$ cat src/rtl/srlatch_hs_array.sv
// srlatch_hs_array
//   Array of NUM_CH independent set/reset latches. Each channel runs a
//   four-phase bundled-data handshake:
//     1. The requester raises s or r.
//     2. After DELAY cycles the latch updates q.
//     3. One cycle after that, ack rises.
//     4. The requester drops s and r.
//     5. DELAY cycles later, ack falls.
//   When s and r are both high at capture, PRIORITY resolves the conflict
//   and conflict pulses for one cycle.
//
// Parameters
//   NUM_CH   : number of channels (>= 1)
//   DELAY    : settle cycles before q update and before ack release (1..255)
//   PRIORITY : 0 = set-dominant, 1 = reset-dominant, 2 = hold q
//   INIT_Q   : reset value of every q bit
//
// Ports
//   clk      : rising-edge clock
//   rst      : synchronous active-high reset
//   s, r     : per-channel set / reset requests
//   q        : latch state (registered)
//   ack      : per-channel handshake acknowledge (registered)
//   busy     : channel FSM not IDLE (registered)
//   conflict : one-cycle pulse when s and r were both captured high
module srlatch_hs_array #(
    parameter int unsigned NUM_CH   = 4,
    parameter int unsigned DELAY    = 2,
    parameter int unsigned PRIORITY = 0,
    parameter logic        INIT_Q   = 1'b0
) (
    input  logic              clk,
    input  logic              rst,
    input  logic [NUM_CH-1:0] s,
    input  logic [NUM_CH-1:0] r,
    output logic [NUM_CH-1:0] q,
    output logic [NUM_CH-1:0] ack,
    output logic [NUM_CH-1:0] busy,
    output logic [NUM_CH-1:0] conflict
);

    typedef enum logic [1:0] {
        ST_IDLE,
        ST_EVAL,
        ST_ACK,
        ST_REL
    } state_t;

    localparam logic [7:0] CNT_LOAD = 8'(DELAY - 1);

    state_t            r_state [NUM_CH];
    logic [7:0]        r_cnt   [NUM_CH];
    logic [NUM_CH-1:0] r_cs;
    logic [NUM_CH-1:0] r_cr;
    logic [NUM_CH-1:0] r_q;
    logic [NUM_CH-1:0] r_ack;
    logic [NUM_CH-1:0] r_busy;
    logic [NUM_CH-1:0] r_conflict;

    always_ff @(posedge clk) begin
        if (rst) begin
            for (int unsigned i = 0; i < NUM_CH; i++) begin
                r_state[i] <= ST_IDLE;
                r_cnt[i]   <= '0;
            end
            r_cs       <= '0;
            r_cr       <= '0;
            r_q        <= {NUM_CH{INIT_Q}};
            r_ack      <= '0;
            r_busy     <= '0;
            r_conflict <= '0;
        end else begin
            // conflict is a single-cycle pulse; only the q-update edge sets it
            r_conflict <= '0;
            for (int unsigned i = 0; i < NUM_CH; i++) begin
                case (r_state[i])
                    ST_IDLE: begin
                        if (s[i] | r[i]) begin
                            r_cs[i]    <= s[i];
                            r_cr[i]    <= r[i];
                            r_cnt[i]   <= CNT_LOAD;
                            r_busy[i]  <= 1'b1;
                            r_state[i] <= ST_EVAL;
                        end
                    end
                    ST_EVAL: begin
                        // s/r are deliberately not looked at here: the
                        // values captured on entry decide the outcome
                        if (r_cnt[i] != '0) begin
                            r_cnt[i] <= r_cnt[i] - 8'd1;
                        end else begin
                            if (r_cs[i] && !r_cr[i]) begin
                                r_q[i] <= 1'b1;
                            end else if (r_cr[i] && !r_cs[i]) begin
                                r_q[i] <= 1'b0;
                            end else if (r_cs[i] && r_cr[i]) begin
                                r_conflict[i] <= 1'b1;
                                if (PRIORITY == 0) begin
                                    r_q[i] <= 1'b1;
                                end else if (PRIORITY == 1) begin
                                    r_q[i] <= 1'b0;
                                end
                            end
                            r_state[i] <= ST_ACK;
                        end
                    end
                    ST_ACK: begin
                        // First ACK cycle raises ack unconditionally so q has
                        // been stable one full cycle before ack is seen.
                        if (!r_ack[i]) begin
                            r_ack[i] <= 1'b1;
                        end else if (!(s[i] | r[i])) begin
                            r_cnt[i]   <= CNT_LOAD;
                            r_state[i] <= ST_REL;
                        end
                    end
                    ST_REL: begin
                        if (r_cnt[i] != '0) begin
                            r_cnt[i] <= r_cnt[i] - 8'd1;
                        end else begin
                            r_ack[i]   <= 1'b0;
                            r_busy[i]  <= 1'b0;
                            r_state[i] <= ST_IDLE;
                        end
                    end
                    default: begin
                        r_state[i] <= ST_IDLE;
                    end
                endcase
            end
        end
    end

    assign q        = r_q;
    assign ack      = r_ack;
    assign busy     = r_busy;
    assign conflict = r_conflict;

endmodule

$ cat config.mk
export PLATFORM = sky130hd
export DESIGN_NAME = srlatch_hs_array
export DESIGN_NICKNAME = d
export VERILOG_FILES = /design/src/rtl/srlatch_hs_array.sv
export SDC_FILE = /design/constraint.sdc
export NUM_CORES = 1
export LEC_CHECK = 0
export CAP_MARGIN = 10
export CORE_MARGIN = 2
export CORE_UTILIZATION = 52
export CTS_CLUSTER_SIZE = 28
export DETAILED_ROUTE_END_ITERATION = 8
export GPL_TIMING_DRIVEN = 0
export PLACE_DENSITY_LB_ADDON = 0.15
export SYNTH_ARGS = -nofsm -noshare
export SYNTH_HDL_FRONTEND = slang
export SYNTH_SLANG_ARGS = --single-unit
export TNS_END_PERCENT = 5
$ cat constraint.sdc
create_clock -name clk -period 2.2 [get_ports clk]
set_clock_uncertainty 0.2 [all_clocks]
set_input_delay 0.44 -clock clk [delete_from_list [all_inputs] [get_ports clk]]
set_output_delay 0.44 -clock clk [all_outputs]
set_load 0.03 [all_outputs]
==> results of run 1 <==
==> cells in the mapped netlist (2+ instances only) <==
cell type / number / area [um^2]
a2111oi_0: 2 / 17.5
a211o_1: 2 / 17.5
a21oi_1: 34 / 170
a311o_1: 3 / 30.0
a311oi_1: 2 / 17.5
a41o_1: 2 / 20.0
and3_1: 2 / 12.5
buf_1: 2 / 7.51
buf_2: 4 / 20.0
clkbuf_1: 5 / 18.8
dfxtp_1: 24 / 480
edfxtp_1: 40 / 1200
ha_1: 8 / 100
inv_1: 28 / 105
nand2_1: 14 / 52.6
nand2b_1: 2 / 12.5
nand3_1: 6 / 30.0
nand3b_1: 8 / 60.1
nand4_1: 3 / 18.8
nand4bb_1: 3 / 33.8
nor2_1: 25 / 93.8
nor2b_1: 5 / 31.3
nor3_1: 14 / 70.1
nor3b_1: 4 / 30.0
nor4_1: 3 / 18.8
nor4bb_1: 4 / 40.0
o21a_1: 2 / 15.0
o21ai_0: 11 / 55.1
o21bai_1: 2 / 15.0
o31ai_1: 5 / 37.5
o41ai_1: 4 / 35.0
or3_1: 10 / 62.6
or3b_2: 10 / 87.6
or4_1: 9 / 67.6
xnor2_1: 9 / 78.8
==> metal layers <==
metal  routed length, um  global-route usage
met5                   0                   0
met3                 279              0.0386
met2                3030               0.321
met1                3290               0.286
met4                 112              0.0748
==> tightest hold or removal path: stages (launching register included) <==
cell     delay, ps
dfxtp_1        330
inv_1           50
nor3_1          40
==> metrics by stage <==
stage	hold slack, ps	instance area, um^2
CTS	260	3910
global route	296	3960
detailed placement	255	3620
floorplan	228	3290
global placement	245	3620
finish	256	3960
==> state kept, by name (all words and copies together) (netlist names) <==
| signal | cells |
|---|---|
| r_state | 8 |
| busy | 4 |
| r_cs | 4 |
| r_cnt | 32 |
| conflict | 4 |
| ack | 4 |
| q | 4 |
| r_cr | 4 |
==> what timing repair did <==
action,CTS,global route
setup endpoints to repair,34,50
pin swaps,2,4
resized for setup,13,6
setup buffers,1,3
==> cell type report <==
class                   instances  area, um^2  area share
flip-flops and latches         64        1680       0.425
inverters                      28         105      0.0265
clock inverters                 6        82.6      0.0208
repair buffers                 28         280      0.0707
multi-input cells             220        1520       0.383
plain buffers                  12        62.6      0.0158
clock buffers                  10         138      0.0347
well taps                      75        93.8      0.0237
==> path summary, 6_finish.rpt <==
path	startpoint	to	slack, ps	cells after the start
setup / recovery	r_cnt[3][0]$_DFFE_PP_	r_state[3][1]$_SDFFCE_PP0P_	20	5
hold / removal	r_cr[3]$_SDFFE_PP0P_	conflict[3]$_SDFF_PP0_	260	2
setup reg to reg	r_cnt[3][0]$_DFFE_PP_	r_state[3][1]$_SDFFCE_PP0P_	20	5
hold reg to reg	r_cr[3]$_SDFFE_PP0P_	conflict[3]$_SDFF_PP0_	260	2
==> cells by family after synthesis <==
kind of cell,after synthesis
and+or+nand+nor,126
adders and majority gates,8
xor gates and xnor gates,9
DFF,64
AOI/OAI and AO/OA,77
buffers and inverters,40
==> power by group through the flow <==
stage	clock, mW	sequential [mW]	combinational, mW
after floorplan	0	1.74	0.720
after CTS	1.14	1.74	1.05
after detailed placement	0	1.75	0.992
final	1.12	1.75	1.08
after global placement	0	1.74	0.966
after global routing	1.19	1.78	1.21
==> metrics, run 1 <==
#FFs+latches synth=64; Routed wire per std cell=15.2 um; Layout fillers=489; Post-Place Setup Slack=-579 ps; critical path data arrival time=2030 ps; category of the worst setup path capture point=flip-flop; number of max-slew violations in the final report=0; total number of yosys warnings=0; fraction of registers with async set/reset=0; kind of path behind the tightest hold check=reg -> reg; GPL Wtd Cong=0.767; HPWL reported at the end of detailed placement=4560 um; cell-by-cell trace of the critical path=inv_2 > ha_2 > or3b_4 > o21ai_4 > a21boi_4; most frequent cells in the layout=edfxtp_1 (40), a21oi_1 (34), inv_1 (27), nor2_1 (25), dfxtp_1 (23); root buffer selected by CTS=clkbuf_8; Sinks on Clock Net=64; endpoint required time on the critical path=2050 ps; net count after synthesis=342; clock slew at the register clock pins of the worst setup and hold paths=70 ps; fraction of final layout cells sized beyond drive strength 1=0.130; total negative setup slack=0 ps; number of distinct library cells after synthesis=48; Gate power share=0.273; outcome=finished clean; routed wire length=6710 um; die outline area=6970 um^2; number of placement rows=28; total clock buffers created by CTS=9; share of the synthesized netlist area taken by xor and xnor gates=0.0240; cell internal pwr=2.67 mW; Starting Density=0.545; remaining design rule violation count=0; vias after detailed routing=2566; number of buffers between clock root and the deepest sink=2; final-report setup violation count=0; fraction of power spent switching nets=0.323; area share of fa/ha/maj cells after synthesis=0.0305; DRC marker count from the first detailed-route iteration=113; library cell contributing the largest single delay on the critical path=edfxtp_1; number of failing hold endpoints at the final stage=0; upper clock frequency limit=0.458 GHz; global-route wire length before repair=11600 um; floorplan die width=83.5 um; cell count after synthesis=324; number of ports placed on the die boundary=26; final worst-path cycle share=0.993; clock power share=0.284; H-tree Lvls=3; post-cts hold buffer count=0; RSZ-0062 raised after global routing=true; CP max FO=9; setup slack of the critical path after layout=16.2 ps; complex-gate fraction of the synthesized area=0.154; TritonCTS clock tree=yes; Total Routing Usage GR=0.205; max-capacitance violation count=0; post-synthesis mux area share=0; number of buffers and inverters on the critical path=1; synthesized area per cell=10.1 um^2; maximum number of pins on one net before global-route repair=12; clk_lat worst skew=340 ps; Util after Layout=0.658; count of buffers inserted at the top-level ports=24; number of nets in the layout=381; initial antenna violation count=0; standby leakage power=1.42 nW; post-synthesis instance area=3290 um^2; total net switching power=1.28 mW; category of the most critical setup path=reg -> reg; routed via count divided by cell count=5.79; GR Overflow Total=0; portion of the post-synthesis area used by sequential elements=0.512; startpoint type of the worst setup path=flip-flop; height of the die=83.5 um; power density over the cells=997 nW/um^2; basic-gate share of the synthesized area counting and, or, nand and nor cells=0.231; worst slew pin tran=532 ps; dominant combinational cell family by area after synthesis=simple AND/OR/NAND/NOR gates; filler-free cell count of the finished design=443; leading cell type in the layout, fill and taps excluded=edfxtp_1; placed instance count=423; number of flops mapped to enable cells by yosys=40; Detail Route Antenna Nets=0; fin crit period=2180 ps; sequential share of power=0.443; worst slew margin relative to its limit=0.645; core footprint=6030 um^2; Overall Power=3.95 mW; number of global-route vias before repair=2490; flip-flop cell with the highest count after synthesis=edfxtp_1; largest stage delay on the critical path=500 ps; area growth from synthesis to final layout=20.6%; Antenna Cells=0; Pre-Repair DR Iteration Count=4; top cell family by delay on the critical path=compound AO/OA/AOI/OAI gates; Max rail drop VDD=0.586 mV
Power figures use the tool's default switching activity.
==> run 2, diff against run 1 <==
==> constraint.sdc (replaced) <==
create_clock -name clk -period 2.2 [get_ports clk]
set_clock_uncertainty 0.2 [all_clocks]
set_input_delay 0.66 -clock clk [delete_from_list [all_inputs] [get_ports clk]]
set_output_delay 0.66 -clock clk [all_outputs]
set_load 0.03 [all_outputs]
==> run 2 against run 1 <==
Effect of this change: die area unchanged; via count rose by 1.6%; power down 4.8%; sequential cell count unchanged; the flow now finishes with violations (setup timing); cell area shrank 1.3%; non-clock buffer count unchanged; clock power is 13% lower; sequential share of layout area grew 0.54 points; sequential power barely moved; highest routed layer unchanged.
==> metrics, run 2 (synthesis results as in run 1) <==
post-cts hold buffer count=0 (unchanged); Total Routing Usage GR=0.206 (+0.000638); clk_lat worst skew=340 ps (about the same); CP max FO=9 (unchanged); setup slack of the critical path after layout=-39.2 ps (-55.4 ps); final-report setup violation count=16 (+16); kind of path behind the tightest hold check=reg -> reg; root buffer selected by CTS=clkbuf_8; floorplan die width=83.5 um (unchanged); GPL Wtd Cong=0.792 (+3.4%); worst hold path stage count=2 (unchanged); Layout fillers=505 (+3.3%); Reg2Reg Setup Slack=-40 ps (-60 ps); startpoint type of the worst setup path=flip-flop; largest register by flop count=r_cnt; clock slew at the register clock pins of the worst setup and hold paths=70 ps (about the same); H-tree Lvls=3 (unchanged); TritonCTS clock tree=yes; max FFs per register=32 (unchanged); number of max-slew violations in the final report=0 (unchanged); Max rail drop VDD=0.551 mV (-6.0%); RSZ-0062 raised after global routing=true; number of buffers between clock root and the deepest sink=2 (unchanged); destination of the worst register-to-register timing path=r_cnt[2][6]$_SDFFCE_PN0P_; standby leakage power=1.55 nW (+9.5%); GR Overflow Total=0 (unchanged); multi-input logic area=1520 um^2 (-0.25%); Post-Place Setup Slack=-677 ps (-98.1 ps); category of the worst setup path capture point=flip-flop; library cell contributing the largest single delay on the critical path=edfxtp_1; register area=1680 um^2 (about the same); DRC marker count from the first detailed-route iteration=193 (+71%); category of the most critical setup path=reg -> reg; violated checks=setup timing; worst slew margin relative to its limit=0.632 (-0.0130); remaining design rule violation count=0 (unchanged); Antenna Cells=0 (unchanged); initial antenna violation count=0 (unchanged); number of failing hold endpoints at the final stage=0 (unchanged); routed via count divided by cell count=5.89 (+1.6%); count of buffers inserted at the top-level ports=24 (unchanged); outcome=finished, violations left; upper clock frequency limit=0.447 GHz (-2.5%); die outline area=6970 um^2 (unchanged); Util after Layout=0.649 (-0.00872); critical path data arrival time=2030 ps (about the same); worst hold path endpoint=r_cs[3]$_SDFFE_PP0P_; Routed wire per std cell=15.3 um (+0.97%); largest stage delay on the critical path=480 ps (-20 ps); worst-case reg-to-reg path depth=4 (-1); final worst-path cycle share=1.02 (+0.0252); Pre-Repair DR Iteration Count=5 (+1); number of placement rows=28 (unchanged); largest registers in the final layout=r_cnt x32, r_state x8; most frequent cells in the layout=edfxtp_1 (40), a21oi_1 (34), inv_1 (27), nor2_1 (24), dfxtp_1 (24); Starting Density=0.545 (unchanged); leading cell type in the layout, fill and taps excluded=edfxtp_1; area growth from synthesis to final layout=19.0%; core footprint=6030 um^2 (unchanged); Detail Route Antenna Nets=0 (unchanged); launch instance of the worst min-delay path=r_cs[3]$_SDFFE_PP0P_; cell-by-cell trace of the critical path=nor4_4 > a311o_1 > buf_6 > nand3b_1; max-capacitance violation count=0 (unchanged); number of global-route vias before repair=2518 (+1.1%); number of buffers and inverters on the critical path=1 (unchanged); routed wire length=6780 um (+0.97%); Sinks on Clock Net=64 (unchanged); power density over the cells=961 nW/um^2 (-3.5%); global-route wire length before repair=11600 um (unchanged); R2R Path Start=r_cnt[2][4]$_SDFFCE_PN0P_; endpoint required time on the critical path=1990 ps (-60 ps); fraction of final layout cells sized beyond drive strength 1=0.128 (-0.00272); maximum number of pins on one net before global-route repair=11 (-1); worst slew pin tran=552 ps (+19.5 ps); vias after detailed routing=2608 (+1.6%); number of nets in the layout=381 (unchanged); Overall Power=3.76 mW (-4.8%); top cell family by delay on the critical path=simple AND/OR/NAND/NOR gates; HPWL reported at the end of detailed placement=4550 um (-0.32%); number of ports placed on the die boundary=26 (unchanged); height of the die=83.5 um (unchanged); fin crit period=2240 ps (+55.4 ps); total clock buffers created by CTS=9 (unchanged)
-- run 2: changes by cell type in the layout (fill, tap and decap cells not counted), moves of 2 or more --
cell,delta
dlygate4sd2_1,+13
clkdlybuf4s50_1,-20
clkinv_2,+2
dlymetal6s2s_1,+7
clkinvlp_4,-2
-- run 2: where the power goes --
part | leakage [nW] | total, mW | internal [mW] | switching [mW]
clock network | 0.0922 | 0.972 | 0.513 | 0.459
registers | 0.631 | 1.74 | 1.52 | 0.222
logic | 0.830 | 1.04 | 0.459 | 0.583
-- run 2: routing by layer --
layer  track usage  up-vias  part of all wire  routed length, um
met5             0        -                 0                  0
li1              -     1295                 -                  -
met2         0.307       81              0.43               2920
met3        0.0485       10             0.055                376
met4        0.0777        0             0.018                119
met1         0.293     1222              0.50               3360
-- run 2: final cells by class --
type,instances,area share
clock inverter,5,0.0122
tap,75,0.0240
buffer,12,0.0173
clock buffer,11,0.0336
inverter,28,0.0269
multi-input combinational,220,0.387
sequential,64,0.430
timing repair buffer,28,0.0688
-- run 2: worst min-delay path, delay by kind of cell (launching register included) --
family,cells,cell delay [ps]
flip-flops,1,310
AO/OA/AOI/OAI,1,60
AND/OR/NAND/NOR,1,50
-- run 2: how the worst max path moves through the flow --
| stage | start | endpoint | slack (ps) | cells past startpoint |
|---|---|---|---|---|
| floorplan | rst | r_cnt[2][0]$_SDFFCE_PN0P_ | -40 | 4 |
| global route | r_cnt[2][4]$_SDFFCE_PN0P_ | r_cnt[2][5]$_SDFFCE_PN0P_ | -180 | 4 |
| CTS | r_cnt[2][3]$_SDFFCE_PN0P_ | r_cnt[2][3]$_SDFFCE_PN0P_ | -40 | 4 |
| global placement | s[1] | r_cnt[1][4]$_SDFFCE_PN0P_ | -680 | 4 |
| finish | r_cnt[2][4]$_SDFFCE_PN0P_ | r_cnt[2][6]$_SDFFCE_PN0P_ | -40 | 4 |
| detailed placement | rst | r_cnt[2][3]$_SDFFCE_PN0P_ | -680 | 4 |
-- run 2: stage by stage --
step / hold slack, ps / std cells / instance area (um^2) / TNS (ps)
CTS: 261 / 443 / 3860 / -354
global route: 273 / 443 / 3910 / -2520
detailed placement: 249 / 423 / 3630 / -27880
finish: 263 / 443 / 3910 / -358
global placement: 248 / 423 / 3630 / -27510
floorplan: 228 / 324 / 3290 / -920
-- run 2: timing repair --
item	4_1_cts	5_1_grt
resized for setup	26	14
setup endpoints to repair	53	50
pin swaps	4	6
buffers inserted	4	0
==> run 3, diff against run 2 <==
--- a/config.mk
+++ b/config.mk
@@ -6,12 +6,13 @@
 export NUM_CORES = 1
 export LEC_CHECK = 0
 export CAP_MARGIN = 10
-export CORE_MARGIN = 2
+export CORE_MARGIN = 3
 export CORE_UTILIZATION = 52
 export CTS_CLUSTER_SIZE = 28
 export DETAILED_ROUTE_END_ITERATION = 8
 export GPL_TIMING_DRIVEN = 0
 export PLACE_DENSITY_LB_ADDON = 0.15
+export SKIP_CTS_REPAIR_TIMING = 1
 export SYNTH_ARGS = -nofsm -noshare
 export SYNTH_HDL_FRONTEND = slang
 export SYNTH_SLANG_ARGS = --single-unit
==> run 3 against run 2 <==
Effect of this change: the flow now finishes without violations; via count grew 1.2%; sequential share of layout area is 1.0 points lower; register-to-register slack better by 70 ps; critical path type is now in -> reg; critical endpoint is now r_cnt[3][4]$_DFFE_PP_.
==> metrics, run 3 (synthesis results as in run 1) <==
outcome=finished clean; largest registers in the final layout=r_cnt x32, r_state x8; total clock buffers created by CTS=9 (unchanged); standby leakage power=1.68 nW (+8.3%); cell-by-cell trace of the critical path=clkdlybuf4s50_1 > nand4bb_1 > o21a_1 > a22oi_2; Pre-Repair DR Iteration Count=4 (-1); core footprint=6030 um^2 (unchanged); largest register by flop count=r_cnt; number of global-route vias before repair=2420 (-3.9%); CP max FO=8 (-1); top cell family by delay on the critical path=compound AO/OA/AOI/OAI gates; number of buffers between clock root and the deepest sink=2 (unchanged); category of the worst setup path capture point=flip-flop; most frequent cells in the layout=edfxtp_1 (40), a21oi_1 (34), inv_1 (27), nor2_1 (24), dfxtp_1 (24); Antenna Cells=0 (unchanged); clk_lat worst skew=350 ps (about the same); final-report setup violation count=0 (-16); HPWL reported at the end of detailed placement=4600 um (+1.1%); total negative setup slack=0 ps (+358 ps); startpoint type of the worst setup path=primary input; kind of path behind the tightest hold check=reg -> reg; critical path data arrival time=1960 ps (-70 ps); number of max-slew violations in the final report=0 (unchanged); Overall Power=3.86 mW (+2.6%); height of the die=85.5 um (+2.4%); number of placement rows=28 (unchanged); RSZ-0062 raised after global routing=true; Reg2Reg Setup Slack=30 ps (+70 ps); Detail Route Antenna Nets=0 (unchanged); Starting Density=0.545 (unchanged); category of the most critical setup path=in -> reg; largest stage delay on the critical path=450 ps (-30 ps); Max rail drop VDD=0.617 mV (+12%); DRC marker count from the first detailed-route iteration=192 (-0.52%); routed wire length=6940 um (+2.4%); count of buffers inserted at the top-level ports=24 (unchanged); GPL Wtd Cong=0.812 (+2.5%); worst slew pin tran=519 ps (-32.9 ps); setup slack of the critical path after layout=19.9 ps (+59.1 ps); Total Routing Usage GR=0.196 (-0.00998); number of buffers and inverters on the critical path=1 (unchanged); worst slew margin relative to its limit=0.649 (+0.0170); remaining design rule violation count=0 (unchanged); fraction of final layout cells sized beyond drive strength 1=0.145 (+0.0174); clock slew at the register clock pins of the worst setup and hold paths=70 ps (about the same); final worst-path cycle share=0.991 (-0.0269); die outline area=7310 um^2 (+4.8%); Routed wire per std cell=15.5 um (+1.5%); upper clock frequency limit=0.459 GHz (+2.7%); number of nets in the layout=385 (+1.0%); initial antenna violation count=0 (unchanged); max FFs per register=32 (unchanged); Post-Place Setup Slack=-763 ps (-85.8 ps); maximum number of pins on one net before global-route repair=12 (+1); area growth from synthesis to final layout=21.9%; leading cell type in the layout, fill and taps excluded=edfxtp_1; number of ports placed on the die boundary=26 (unchanged); GR Overflow Total=0 (unchanged); final worst hold slack=254 ps (-9.64 ps); H-tree Lvls=3 (unchanged); TritonCTS clock tree=yes; endpoint required time on the critical path=1980 ps (about the same); floorplan die width=85.5 um (+2.4%); vias after detailed routing=2639 (+1.2%); library cell contributing the largest single delay on the critical path=clkdlybuf4s50_1; routed via count divided by cell count=5.90 (+0.28%); Sinks on Clock Net=64 (unchanged); number of failing hold endpoints at the final stage=0 (unchanged); fin crit period=2180 ps (-59.1 ps); global-route wire length before repair=11300 um (-2.4%); max-capacitance violation count=0 (unchanged); power density over the cells=963 nW/um^2 (+0.17%); root buffer selected by CTS=clkbuf_8
[run 3: through the flow]
stage                     instance area, um^2  utilization  instances
final                                    4010        0.665        447
after global routing                     4010        0.665        447
after CTS                                3830        0.636        439
after detailed placement                 3630        0.602        423
after global placement                   3630        0.602        423
after floorplan                          3290            -        324
[run 3: final timing paths]
kind	from	to	depth (start not counted)
min reg2reg	r_cr[3]$_SDFFE_PP0P_	conflict[3]$_SDFF_PP0_	2
min	r_cr[3]$_SDFFE_PP0P_	conflict[3]$_SDFF_PP0_	2
max	s[3]	r_cnt[3][4]$_DFFE_PP_	4
max reg2reg	r_cnt[3][0]$_DFFE_PP_	r_state[3][1]$_SDFFCE_PP0P_	5
[run 3: final cells by class]
| class | count | area, um^2 |
|---|---|---|
| Sequential cell | 64 | 1680 |
| Fill cell | 454 | 2020 |
| Buffer | 12 | 58.8 |
| Multi-Input combinational cell | 220 | 1510 |
| Inverter | 28 | 105 |
| Tap cell | 75 | 93.8 |
| Timing Repair Buffer | 32 | 353 |
| Clock buffer | 14 | 194 |
| Clock inverter | 2 | 10.0 |
[run 3: per-layer routing]
layer	wire, um	track usage
met2	3230	0.300
met4	138	0.0849
met3	312	0.0480
met5	0	0
met1	3260	0.265
[run 3: worst register-to-register path, delay by kind of cell, from the launching register on]
| kind | cells | cell delay [ps] |
|---|---|---|
| AOI/OAI and AO/OA | 2 | 410 |
| adders and majority gates | 1 | 170 |
| buffers and inverters | 1 | 110 |
| DFF | 1 | 490 |
| and+or+nand+nor | 1 | 510 |
[run 3: report_power, final]
part           total, mW  internal [mW]  switching, mW  leakage (nW)
clock network       1.03          0.568          0.462         0.108
registers           1.74           1.52          0.222         0.631
logic               1.08          0.485          0.600         0.943
total               3.86           2.58           1.28          1.68
